`src/rtl/pdm_pkg.sv`:
```
// Shared widths, constants and helpers for the PCM-to-PDM playback path.
package pdm_pkg;

   localparam int unsigned PCM_W  = 16;
   localparam int unsigned SD_W   = 24;
   localparam int          FB_MAG = 32768;

   // Right-shift Galois form of x^16+x^14+x^13+x^11+1
   localparam logic [15:0] LFSR_POLY = 16'hB400;
   localparam logic [15:0] LFSR_SEED = 16'hACE1;

   typedef logic signed [PCM_W-1:0] pcm_t;
   typedef logic signed [SD_W-1:0]  sd_t;

   typedef enum logic [1:0] {
      SRC_HOLD,
      SRC_BYPASS,
      SRC_REPEAT
   } src_e;

   localparam logic signed [SD_W+1:0] SD_WIDE_HI = $signed({3'b000, {(SD_W-1){1'b1}}});
   localparam logic signed [SD_W+1:0] SD_WIDE_LO = $signed({3'b111, {(SD_W-1){1'b0}}});
   localparam sd_t SD_MAX = {1'b0, {(SD_W-1){1'b1}}};
   localparam sd_t SD_MIN = {1'b1, {(SD_W-1){1'b0}}};

   function automatic sd_t sat_sd(input logic signed [SD_W+1:0] v);
      sd_t r;
      if (v > SD_WIDE_HI)
         r = SD_MAX;
      else if (v < SD_WIDE_LO)
         r = SD_MIN;
      else
         r = v[SD_W-1:0];
      return r;
   endfunction

endpackage

```
`src/rtl/sd_mod2.sv`:
```
// Second-order CIFB sigma-delta modulator with saturating integrators.
// PCM_TO_PDM_DITHER_EN adds a small LFSR dither to the modulator input.
module sd_mod2
   import pdm_pkg::*;
(
   input  logic                    clk,
   input  logic                    rst,
   input  logic signed [PCM_W-1:0] x,
   output logic                    pdm_out
);

   localparam int unsigned MW = SD_W + 2;
   typedef logic signed [MW-1:0] wide_t;

   localparam wide_t FB_POS = wide_t'(FB_MAG);
   localparam wide_t FB_NEG = -FB_POS;

   sd_t   s1;
   sd_t   s2;
   wide_t x_in;
   wide_t fb;
   wide_t s1_sum;
   wide_t s2_sum;

`ifdef PCM_TO_PDM_DITHER_EN
   logic [15:0] lfsr;

   always_ff @(posedge clk) begin
      if (rst)
         lfsr <= LFSR_SEED;
      else
         lfsr <= {1'b0, lfsr[15:1]} ^ (lfsr[0] ? LFSR_POLY : 16'h0000);
   end

   // Dither spans -8..+7, centred on zero
   always_comb begin
      x_in = wide_t'(x) + wide_t'($signed({1'b0, lfsr[3:0]})) - wide_t'(8);
   end
`else
   always_comb begin
      x_in = wide_t'(x);
   end
`endif

   always_comb begin
      fb     = pdm_out ? FB_POS : FB_NEG;
      s1_sum = wide_t'(s1) + x_in - fb;
      s2_sum = wide_t'(s2) + wide_t'(s1) - fb;
   end

   always_ff @(posedge clk) begin
      if (rst) begin
         s1      <= '0;
         s2      <= '0;
         pdm_out <= 1'b0;
      end else begin
         s1      <= sat_sd(s1_sum);
         s2      <= sat_sd(s2_sum);
         pdm_out <= ~s2[SD_W-1];
      end
   end

endmodule

```
`src/rtl/pcm_to_pdm.sv`:
```
// PCM (valid/ready, one sample per INTERP clk) to 1-bit PDM: CIC interpolator + sd_mod2.
// Optional build macro PCM_TO_PDM_DITHER_EN enables modulator dither.
module pcm_to_pdm
   import pdm_pkg::*;
#(
   parameter int unsigned INTERP    = 100,
   parameter int unsigned CIC_ORDER = 3
) (
   input  logic                    clk,
   input  logic                    rst,
   input  logic signed [PCM_W-1:0] pcm_in,
   input  logic                    pcm_valid,
   output logic                    pcm_ready,
   output logic                    pdm_out,
   output logic                    underrun
);

   localparam int unsigned PH_W  = (INTERP > 1) ? $clog2(INTERP) : 1;
   localparam int unsigned ACC_W = PCM_W + CIC_ORDER * $clog2(INTERP);
   localparam int unsigned SHIFT = $clog2(INTERP ** (CIC_ORDER - 1));

   typedef logic signed [ACC_W-1:0] acc_t;

   localparam logic [PH_W-1:0] PH_LAST = PH_W'(INTERP - 1);
   localparam acc_t PCM_HI = acc_t'($signed({1'b0, {(PCM_W-1){1'b1}}}));
   localparam acc_t PCM_LO = acc_t'($signed({1'b1, {(PCM_W-1){1'b0}}}));

   logic [PH_W-1:0] phase;
   logic            strobe;
   logic            hold_full;
   pcm_t            hold_data;
   pcm_t            last_sample;
   pcm_t            sample;
   src_e            src;

   acc_t comb_dly [CIC_ORDER];
   acc_t comb_tap [CIC_ORDER];
   acc_t comb_res;
   acc_t comb_out;
   acc_t integ    [CIC_ORDER];
   acc_t scaled;
   pcm_t x_sat;
   pcm_t x;

   assign pcm_ready = !hold_full && !rst;
   assign strobe    = (phase == PH_LAST);

   always_ff @(posedge clk) begin
      if (rst)
         phase <= '0;
      else if (strobe)
         phase <= '0;
      else
         phase <= phase + 1'b1;
   end

   // A bypass at the strobe consumes pcm_in without filling hold, so it counts once
   always_ff @(posedge clk) begin
      if (rst) begin
         hold_full <= 1'b0;
         hold_data <= '0;
      end else if (strobe) begin
         hold_full <= 1'b0;
      end else if (pcm_valid && pcm_ready) begin
         hold_full <= 1'b1;
         hold_data <= pcm_in;
      end
   end

   always_comb begin
      src = SRC_REPEAT;
      if (hold_full)
         src = SRC_HOLD;
      else if (pcm_valid)
         src = SRC_BYPASS;
   end

   always_comb begin
      case (src)
         SRC_HOLD:   sample = hold_data;
         SRC_BYPASS: sample = pcm_in;
         default:    sample = last_sample;
      endcase
   end

   always_ff @(posedge clk) begin
      if (rst) begin
         last_sample <= '0;
         underrun    <= 1'b0;
      end else begin
         underrun <= strobe && (src == SRC_REPEAT);
         if (strobe)
            last_sample <= sample;
      end
   end

   always_comb begin
      acc_t acc;
      acc      = acc_t'(sample);
      comb_tap = '{default: '0};
      for (int unsigned i = 0; i < CIC_ORDER; i++) begin
         comb_tap[i] = acc;
         acc         = acc - comb_dly[i];
      end
      comb_res = acc;
   end

   always_ff @(posedge clk) begin
      if (rst) begin
         comb_dly <= '{default: '0};
         comb_out <= '0;
      end else if (strobe) begin
         for (int unsigned i = 0; i < CIC_ORDER; i++)
            comb_dly[i] <= comb_tap[i];
         comb_out <= comb_res;
      end
   end

   // Zero-stuffing: comb_out enters stage 0 only in the cycle after the strobe
   always_ff @(posedge clk) begin
      if (rst) begin
         integ <= '{default: '0};
      end else begin
         integ[0] <= integ[0] + ((phase == '0) ? comb_out : '0);
         for (int unsigned k = 1; k < CIC_ORDER; k++)
            integ[k] <= integ[k] + integ[k-1];
      end
   end

   always_comb begin
      scaled = integ[CIC_ORDER-1] >>> SHIFT;
      if (scaled > PCM_HI)
         x_sat = {1'b0, {(PCM_W-1){1'b1}}};
      else if (scaled < PCM_LO)
         x_sat = {1'b1, {(PCM_W-1){1'b0}}};
      else
         x_sat = scaled[PCM_W-1:0];
   end

   always_ff @(posedge clk) begin
      if (rst)
         x <= '0;
      else
         x <= x_sat;
   end

   sd_mod2 u_mod (
      .clk     (clk),
      .rst     (rst),
      .x       (x),
      .pdm_out (pdm_out)
   );

endmodule
```
`config.mk`:
```
export PLATFORM = sky130hd
export DESIGN_NAME = pcm_to_pdm
export DESIGN_NICKNAME = d
export VERILOG_FILES = /design/src/rtl/pdm_pkg.sv /design/src/rtl/sd_mod2.sv /design/src/rtl/pcm_to_pdm.sv
export SDC_FILE = /design/constraint.sdc
export NUM_CORES = 1
export LEC_CHECK = 0
export CORE_ASPECT_RATIO = 2
export CORE_MARGIN = 8
export CORE_UTILIZATION = 58
export DETAILED_ROUTE_END_ITERATION = 10
export PLACE_DENSITY = 0.88
export SLEW_MARGIN = 10
export SYNTH_ARGS = -nofsm -noshare
export SYNTH_HDL_FRONTEND = slang
export SYNTH_SLANG_ARGS = --single-unit
```
`constraint.sdc`:
```
create_clock -name clk -period 8.1 [get_ports clk]
set_clock_uncertainty 0.05 [all_clocks]
set_input_delay 1.62 -clock clk [delete_from_list [all_inputs] [get_ports clk]]
set_output_delay 1.62 -clock clk [all_outputs]
set_load 0.05 [all_outputs]
```
# ---- Word-level counts from Yosys, hierarchy flattened
# Cells that the tools add are included.
dict set report word_totals {
  regBits 324
  latchBits 0
  mem_bits_rw 0
  rom_bits 0
  elab_cells 64
  n_memories 0
}
dict set report op_classes {
  addsub 11
  n_mul 0
  n_div 0
  magnitude_cmp 6
  eq_ne 3
  shift 0
  n_mux 11
  bitwise 2
  n_reduce_logical 12
}
# operator n
set ops {}
lappend ops {{adder 37 bit} 3}
lappend ops {{> comparator 26 x 24 -> 1 bit (second input constant)} 2}
lappend ops {{less-than comparator 26 x 24 -> 1 bit (second input constant)} 2}
lappend ops {{subtractor 26 bit} 2}
lappend ops {{two-way mux 24 bit} 2}
lappend ops {{two-way mux 23 bit} 2}
lappend ops {{two-way mux 37 bit} 1}
lappend ops {{subtractor 37 bit} 1}
lappend ops {{one-hot mux 16 bit (2 select lines)} 1}
lappend ops {{two-way mux 26 bit} 1}
lappend ops {{adder 24 x 16 -> 25 bit} 1}
lappend ops {{adder 24 x 24 -> 25 bit} 1}
lappend ops {{> comparator 23 x 16 -> 1 bit (second input constant)} 1}
lappend ops {{less-than comparator 23 x 16 -> 1 bit (second input constant)} 1}
lappend ops {{subtractor 17 x 17 -> 18 bit} 1}
lappend ops {{subtractor 16 x 16 -> 17 bit} 1}
lappend ops {{two-way mux 16 bit} 1}
lappend ops {{two-way mux 15 bit} 1}
lappend ops {{OR reduction 2 bit} 4}
lappend ops {{adder 7 x 1 -> 7 bit (second input constant)} 1}
lappend ops {{== test 7 bit (second input constant)} 1}
lappend ops {{zero test 7 bit} 1}
lappend ops {{two-way mux 2 bit} 2}
lappend ops {{logical AND 1 bit} 3}
lappend ops {{6 further kinds} 8}

# ---- Logic depth before layout (Yosys ltp)
dict set report logic_depth {
  depth_word 7
  depth_mapped 29
  depth_no_buf 28
}

# ---- Modules after synthesis
# A second synthesis with hierarchy kept.
dict set report unflattened {
  cells_unflattened 2633
  hier_area_um2 21021.4
}
# module n_inst cells_each area_per_inst_um2 seq_area_each_um2
set by_module_without_submodules {}
lappend by_module_without_submodules {pcm_to_pdm 1 2005 15841.4 4804.6}
lappend by_module_without_submodules {sd_mod2 1 628 5180.0 980.9}

# ---- Worst setup path before layout
# Ideal clock, no wire load.
dict set report synth_timing {
  path_kind {input to register}
  start {input pcm_valid}
  end {register comb_out[19]}
  setup_time_ns 0.059
  arrival_ns 7.831
  t_required_ns 7.991
  slack_ns 0.161
  path_stages 27
  path_cell_list {clkbuf_1 > clkbuf_1 > mux2i_1 > o21ai_0 > ha_1 > nor2b_1 > o21ai_0 > a21boi_0 > o21ai_0 > a21boi_0 > o2111ai_1 > nand2_1 > xor2_1 > ha_1 > or2_2 > a21oi_1 > nor2b_1 > o21ai_0 > o31ai_1 > or2_2 > and2_1 > ha_1 > or4_1 > o311a_1 > or3_1 > a31oi_1 > o21a_1}
}
# item line_no
set synth_rtl {}
lappend synth_rtl {{start: declaration} pcm_to_pdm.sv:12} ;# input logic pcm_valid,
lappend synth_rtl {{end signal: assignment} pcm_to_pdm.sv:115} ;# comb_out <= comb_res;
lappend synth_rtl {{end: declaration} pcm_to_pdm.sv:39} ;# acc_t comb_out;

==> impl_metrics.toml <==
[place]
dp_hpwl_mm = 36.1
io_buffers = 21
dpl_cell_area_um2 = 20300
globalplace.congestion = 0.896

[clocking]
htreeDepth = 1
cts_tree = "yes"
clock_path_buffers = 3
cts_setup_buffers = 0
root_buffer = "clkbuf_16"
cts_buffers = 28
clock-sinks = 289
clock_latency_ns = 0.56
clk_pin_slew_ns = 0.07

[layout]
multiInputGateArea_um2 = 13000
diodes = 0
final_cell_area_um2 = 21200
drive_above_1_share_pct = 5.03
finish.utilization_pct = 63.4
regArea_um2 = 5790
final_nets = 2661
fill_cells = 2720
syn2layout_area_growth_pct = 8.41

[sta]
drv_slew = 0
grt_setup_unrepaired = "false"
fin_crit_sh_pct = 95.7
relSlewSlack_pct = 26.2
fmax_mhz = 129
tightest_slew_ns = 1.10
finalSetupViolations = 0
hold_violations = 0
period_needed_ns = 7.75

[logic_synthesis]
synth_nets = 2652
synthCells = 2396
ys_seq_area_share_pct = 29.6
synth_top_family_by_area = "compound AO/OA/AOI/OAI gates"
synthFlopType = "dfxtp_1"
async_flop_share_pct = 0
yosys.area.top_type = "dfxtp_1"
synth-edff-count = 0
synth-simple-area-share_pct = 19.4
synth_area_leaders = "dfxtp_1 30%, ha_1 15%, nor2_1 4.8%, a21oi_1 4.7%, nand2_1 4.1%"
synthAdderAreaFrac_pct = 15.6
postSynthAreaPerCell_um2 = 8.16
synth.top_cell.area_share_pct = 29.6
ys_ff_latch = 289
yosysMostFrequentCell = "dfxtp_1"
synth_compound_area_share_pct = 23.0
synth.lib_cells_used.distinct = 78
synthXorXnorAreaFrac_pct = 7.21
netlist_area_um2 = 19500
yosysWarnings = 0
synthTopCellsByCount = "289 x dfxtp_1, 250 x nor2_1, 227 x ha_1"
synth_mux_area_share_pct = 1.32

[global_route]
antenna_found_initial = 0
grt_pass1_vias = 18351
grt_use_total_pct = 23.2
grt_start_max_net_pins = 84
overflow = 0
grt_pass1_wl_mm = 79.6

[routing]
vias = 17512
remaining_drc_errors = 0
via_per_inst = 6.12
wl_per_cell_um = 16.7
drt_wl_total_mm = 47.8
drt_pass1_iterations = 5
ant_nets = 0
drtIter0Drc = 809

[critical_path]
cp_top_family = "compound AO/OA/AOI/OAI gates"
worstSetupEndpoint = "comb_out[27]"
crit_cells = 29
cp_max_fo = 6
cp.required_ns = 8.55
r2r-start = "hold_full"
r2r_cells = 26
max_stage_delay_ns = 0.59
cpMostUsedCell = "ha_1"
cp_slowest_cell = "clkdlybuf4s50_1"
startpoint = "pcm_valid"
endpoint_kind = "flip-flop"
cp_num_buf_inv = 2
r2r_slack_ns = 1.50
criticalPathCategory = "in2reg"
r2r_end = "comb_out[27]"
critPathArrivalTime_ns = 8.20
start_kind = "input pin"

[floorplanning]
die_area_um2 = 40200
row_count = 95
floorplan.initialDensity_pct = 58.5
pin_count = 22
dieHeight_um = 276
core_area_um2 = 33400
die_w_um = 146

[power]
power_density_nw_per_um2 = 317
leakage_nw = 9.44
max-vdd-ir-drop_mv = 0.402

[outcome]
outcome = "complete, no violations"

[worst_hold_path]
min_from = "u_mod.s2[23]"
hp-class = "reg2reg"

[flow_run]
maxCapViolCount = 0
## area by class of cell
type	instances	share of cell area, %
multi-input cells	1907	61.5
flip-flops and latches	289	27.3
clock buffers	37	3.80
well taps	436	2.57
inverters	129	2.28
repair buffers	50	2.03
clock inverters	15	0.543
## worst min path at each step
stage / end / slack, ns / depth (start not counted)
final: u_mod.pdm_out / 0.38 / 1
after global routing: comb_out[28] / 0.40 / 1
after CTS: u_mod.pdm_out / 0.39 / 1
after detailed placement: u_mod.pdm_out / 0.37 / 1
after global placement: u_mod.pdm_out / 0.37 / 1
after floorplan: u_mod.pdm_out / 0.34 / 1
## cell usage in the layout (no fill, tap or decap), types with 54 or more instances in the layout
master / instances
a21o_1: 102
a21oi_1: 185
dfxtp_1: 289
ha_1: 227
inv_1: 129
nand2_1: 214
nand2b_1: 54
nor2_1: 250
o21ai_0: 135
xnor2_1: 88
xor2_1: 73
## what timing repair did
| item | in CTS | in global routing |
|---|---|---|
| gates resized for setup | 0 | 1 |
| setup endpoints to repair | 0 | 5 |
| hold buffers | 0 | 0 |
## routing by layer
metal  up-vias  wire, µm  track usage (%)
li1       8508         -                -
met1      8292     15900             18.9
met2       475     26800             48.1
met3       237      1600             2.86
met4         0      3500             18.7
met5         -         0                0
## registers in the layout, summed over array words and instances (netlist names)
signal and cells:
integ 111, comb_dly 51, comb_out 37, u_mod.s1 24
u_mod.s2 24, hold_data 16, x 16, phase 7
hold_full 1, u_mod.pdm_out 1, underrun 1
## cells by family after synthesis
| logic type | Yosys count |
|---|---|
| fa+ha+maj | 237 |
| flops | 289 |
| xor+xnor | 161 |
| compound gates | 684 |
| simple gates | 800 |
| buf+inv | 200 |
| mux | 25 |
## power breakdown
part	switching [mW]	leakage, nW	internal [mW]
Clock	0.586	0.455	0.734
Sequential	0.0948	2.35	1.61
Combinational	2.14	6.64	1.55
Total	2.82	9.44	3.89
## metrics by stage
step	TNS (ns)	hold slack [ns]	cells	power (mW)	worst slack, ns
after floorplan	0	0.340	2396	4.55	0.161
after global placement	0	0.372	2811	5.17	0.0692
after detailed placement	-0.661	0.371	2811	5.35	-0.120
after CTS	0	0.386	2863	6.70	0.366
after global routing	0	0.405	2863	7.18	0.0128
final	0	0.381	2863	6.71	0.348
No activity file was read; power rests on OpenSTA's default activity.
==> edit 1: new RTL, same settings <==
Change the parameter `INTERP` from 100 to 200.
--- a/src/rtl/pcm_to_pdm.sv
+++ b/src/rtl/pcm_to_pdm.sv
@@ -3,7 +3,7 @@
 module pcm_to_pdm
    import pdm_pkg::*;
 #(
-   parameter int unsigned INTERP    = 100,
+   parameter int unsigned INTERP    = 200,
    parameter int unsigned CIC_ORDER = 3
 ) (
    input  logic                    clk,
Check against the original RTL: no difference found for any inputs over 10 cycles, from zero or initial values and one cycle with rst high; that may be too few to reach the edited logic, so the function may still have changed.
==> edit 1 against the unedited design <==
  * Area after synthesis rose by 6.2%
  * Setup slack improved by 0.052 ns
  * Total power fell by 3.1%
  * Combinational power fell by 7.0%
  * Sequential cell count rose by 13
  * Synthesized cell count rose by 6.5%
  * Cell area rose by 4.8%
  * Wire length rose by 9.9%
  * Cell count rose by 4.9%
  * Critical endpoint is now comb_out[33]
==> edit 1: results <==
[synthesis]
synth_fa_ha_area_frac = 0.152
netlist_top_cells_area = "dfxtp_1 29%, ha_1 14%, a21oi_1 5.3%"
synth_top_cells_by_count = "302 x dfxtp_1, 262 x nor2_1, 239 x nand2_1"
synth_compound_area_frac = 0.230
ys_warn_count = 0
synth_mux_area_frac = 0.0117
synth_cell_types = 83
async_flop_share = 0
netlist_instances = 2552
synth-xor-area-share = 0.0798
synth-seq-area-share = 0.291

[global_route]
antenna_found_initial = 0
grt_use_total = 0.242
grt_max_degree = 73
grt_pass1_wl_um = 85800
grt_pass1_vias = 19000

[placement]
portBuffers = 21
dp_hpwl_um = 39900
postPlaceCellArea_sq_mm = 0.0213
place_inst = 2954
gp_congestion = 0.942
dp_worst_setup_slack_ns = -0.0546

[outcome]
status = "complete, no violations"

[power_and_ir_drop]
ir_worst_vdd_mv = 0.575
p_int_w = 0.00383
total_leakage_power_nw = 10.0

[route]
dr.first_iter.drc_count = 932
avgRoutedWirePerCell_um = 17.5
ant_nets = 0
vias = 18400
firstDrtPassIters = 8

[min_path]
worstHoldPathType = "reg2reg"

[clock_tree]
path_clk_slew_ns = 0.06
cts_max_path_buffers = 3
clk_latency_ns = 0.58
root_buffer = "clkbuf_16"
postCtsSetupRepairBufs = 0
cts_resized = 0
numCtsBuffers = 28
cts_max_level = 1

[worst_setup_path]
cpPeakStageDelay_ns = 0.60
worst_path_max_delay_cell = "clkdlybuf4s50_1"
crit_family = "compound AO/OA/AOI/OAI gates"
crit_fanout = 5
crit_arrival_ns = 8.17

[layout]
fillers = 2940
biggestRegsByFlops = "integ x120, comb_dly x51, comb_out x40"
final_cells = 3002
layout-drive-gt1-share = 0.0392
fin_nets = 2799

[timing]
worst_pin_slew_ns = 1.07
-- edit 1: changes by cell type in the layout (fill, tap and decap cells not counted), moves of 14 or more --
| cell | unedited run | this run |
|---|---|---|
| nand2_1 | 214 | 239 |
| xnor2_1 | 88 | 102 |
| xor2_1 | 73 | 87 |
| a21oi_1 | 185 | 221 |
| nand3_1 | 33 | 48 |
| a21o_1 | 102 | 130 |
| nand4_1 | 8 | 26 |
| o32ai_1 | 24 | 0 |
| nand2b_1 | 54 | 40 |
| buf_4 | 29 | 15 |
-- edit 1: area by class of cell --
class	instances	area, sq um	share of cell area
Inverter	124	465	0.0210
Sequential cell	302	6050	0.272
Clock buffer	41	779	0.0351
Tap cell	450	563	0.0254
Antenna cell	1	2.50	0.000113
Timing Repair Buffer	36	324	0.0146
Multi-Input combinational cell	2042	14000	0.628
Clock inverter	6	72.6	0.00327
-- edit 1: metal layers --
metal,part of all wire,global-route usage,routed length (um)
met2,0.55,0.477,29000
met5,0,0,0
met4,0.082,0.198,4330
met3,0.035,0.0308,1820
met1,0.33,0.204,17400
-- edit 1: power by group through the flow --
stage / combinational [W] / sequential, W / clock [W]
after floorplan: 0.00268 / 0.00178 / 0
after global placement: 0.00318 / 0.00182 / 0
after detailed placement: 0.00335 / 0.00183 / 0
after CTS: 0.00338 / 0.00179 / 0.00131
after global routing: 0.00377 / 0.00180 / 0.00136
final: 0.00343 / 0.00179 / 0.00129
-- edit 1: path summary, 6_finish.rpt --
check | start | endpoint | slack (ns) | depth (start not counted)
max | pcm_valid | comb_out[33] | 0.40 | 28
min | u_mod.s2[23] | u_mod.pdm_out | 0.38 | 1
max reg2reg | hold_full | comb_out[33] | 1.51 | 27
min reg2reg | u_mod.s2[23] | u_mod.pdm_out | 0.38 | 1
==> edit 2: new RTL, config.mk and constraints unchanged <==
Without the edit above. The output `underrun` loses its register stage (`underrun` becomes a continuous assignment).
--- a/src/rtl/pcm_to_pdm.sv
+++ b/src/rtl/pcm_to_pdm.sv
@@ -86,13 +86,13 @@
    always_ff @(posedge clk) begin
       if (rst) begin
          last_sample <= '0;
-         underrun    <= 1'b0;
       end else begin
-         underrun <= strobe && (src == SRC_REPEAT);
          if (strobe)
             last_sample <= sample;
       end
    end
+
+   assign underrun = strobe && (src == SRC_REPEAT);
 
    always_comb begin
       acc_t acc;
Formal check against the unedited RTL: no difference found for any inputs over 10 cycles, from zero or initial values and one cycle with rst high; that may be too few to reach the edited logic, so the function may still have changed.
==> edit 2 against the unedited design <==
  * Fmax rose by 3.1%
  * Sequential cell count fell by 1
  * First-iteration DRC count increased by 19%
  * Setup slack improved by 0.24 ns
  * Wire length decreased by 3.5%
  * Total power is 6.9% lower
  * Cell area increased by 0.73%
  * Count of clock-buffer cells in the layout up 5
  * Via count shrank 0.12%
  * Area after synthesis rose by 1.3%
  * Sequential share of layout area down 0.29 points
  * Cell count increased by 1.5%
  * Critical path type unchanged
  * Critical endpoint unchanged
==> edit 2: results <==
[outcome]
status = "complete, no violations"

[route]
vias = 17500
route.met3.wl_um = 1700
wirelength_um = 46200
avgRoutedWirePerCell_um = 15.9
met2WireLength_um = 23500

[global_route]
use_met2 = 0.405
grt_pass1_wl_um = 77500
grt_max_degree = 88
grt_use_total = 0.221

[worst_setup_path]
crit_fanout = 5

[synthesis]
synth-seq-area-share = 0.291
netlist_top_cells_area = "dfxtp_1 29%, ha_1 14%, a21oi_1 5.9%"
synth_compound_area_frac = 0.241
synth_cell_types = 93
synth_fa_ha_area_frac = 0.154
synth_mux_area_frac = 0.0130
syn_nets = 2707
synth_top_cells_by_count = "288 x dfxtp_1, 249 x nor2_1, 240 x nand2_1"

[timing]
max_slew_margin = 0.215

[placement]
dp_hpwl_um = 33300
place_inst = 2853
dp_worst_setup_slack_ns = -0.112

[clock_tree]
numCtsBuffers = 29

[layout]
layout-drive-gt1-share = 0.0454

[power_and_ir_drop]
total_leakage_power_nw = 9.39
[edit 2: cell count changes after synthesis, moves of 6 or more]
cell      unedited run  this run
a21o_1             102        90
o21a_1              34        47
nor2b_1             45        25
xnor2_1             88        94
o32ai_1             24         1
o22ai_1              1        13
o21ai_0            136       128
nand2_1            214       240
nand2b_1            54        27
nand4_1              8        16
a21oi_1            185       233
a311oi_1             8         1
nand3_1             33        41
[edit 2: cell type report]
type | instances | area (sq um) | share of cell area
repair buffers | 34 | 313 | 0.0147
well taps | 441 | 552 | 0.0258
clock inverters | 11 | 118 | 0.00551
inverters | 131 | 492 | 0.0230
multi-input cells | 1959 | 13300 | 0.622
flip-flops and latches | 288 | 5770 | 0.270
clock buffers | 42 | 825 | 0.0386
[edit 2: power by group]
group	total (W)	switching (W)	internal, W	leakage, nW
registers	0.00165	0.0000748	0.00157	2.34
clock network	0.00135	0.000578	0.000770	0.459
logic	0.00326	0.00189	0.00137	6.59
total	0.00625	0.00254	0.00371	9.39
[edit 2: critical path: stages]
cell	delay [ns]
clkdlybuf4s50_1	0.61
mux2i_1	0.13
nor2_1	0.12
a21oi_1	0.07
ha_1	0.23
fa_1	0.42
nor2b_1	0.13
o21ai_0	0.10
a21boi_0	0.27
o21ai_1	0.11
a21boi_1	0.26
o2111ai_1	0.20
a31oi_1	0.26
xor2_1	0.24
ha_1	0.28
nor3_1	0.09
and3_1	0.19
or4b_2	0.67
a31oi_1	0.22
inv_1	0.08
ha_1	0.37
or3b_2	0.49
o21ai_0	0.16
o21ai_0	0.21
a21oi_2	0.30
o21a_1	0.16
[edit 2: path summary, 6_finish.rpt]
path | end | slack, ns | depth (start not counted) | start
max reg2reg | u_mod.s2[22] | 1.77 | 23 | u_mod.s1[0]
min reg2reg | u_mod.pdm_out | 0.36 | 1 | u_mod.s2[23]
min | u_mod.pdm_out | 0.36 | 1 | u_mod.s2[23]
max | comb_out[27] | 0.58 | 26 | pcm_valid
[edit 2: per-stage QoR]
step / total power [W] / setup TNS [ns] / instance area [sq um] / utilization
after floorplan: 0.00426 / 0 / 19800 / -
after global placement: 0.00474 / 0 / 20400 / 0.600
after detailed placement: 0.00486 / -0.880 / 20400 / 0.600
after CTS: 0.00624 / 0 / 21300 / 0.627
after global routing: 0.00670 / 0 / 21300 / 0.628
final: 0.00625 / 0 / 21300 / 0.628
[edit 2: cell families (layout without fill, tap and decap cells)]
family | count (synthesis) | after routing
and+or+nand+nor | 799 | 799
buffers and inverters | 204 | 218
muxes | 25 | 25
DFF | 288 | 288
xor gates and xnor gates | 164 | 164
AOI/OAI and AO/OA | 734 | 734
adders and majority gates | 237 | 237
[edit 2: repair_timing]
action / CTS / global route
resized for setup: 0 / 6
hold endpoints to repair: 0 / 0
setup endpoints to repair: 0 / 9
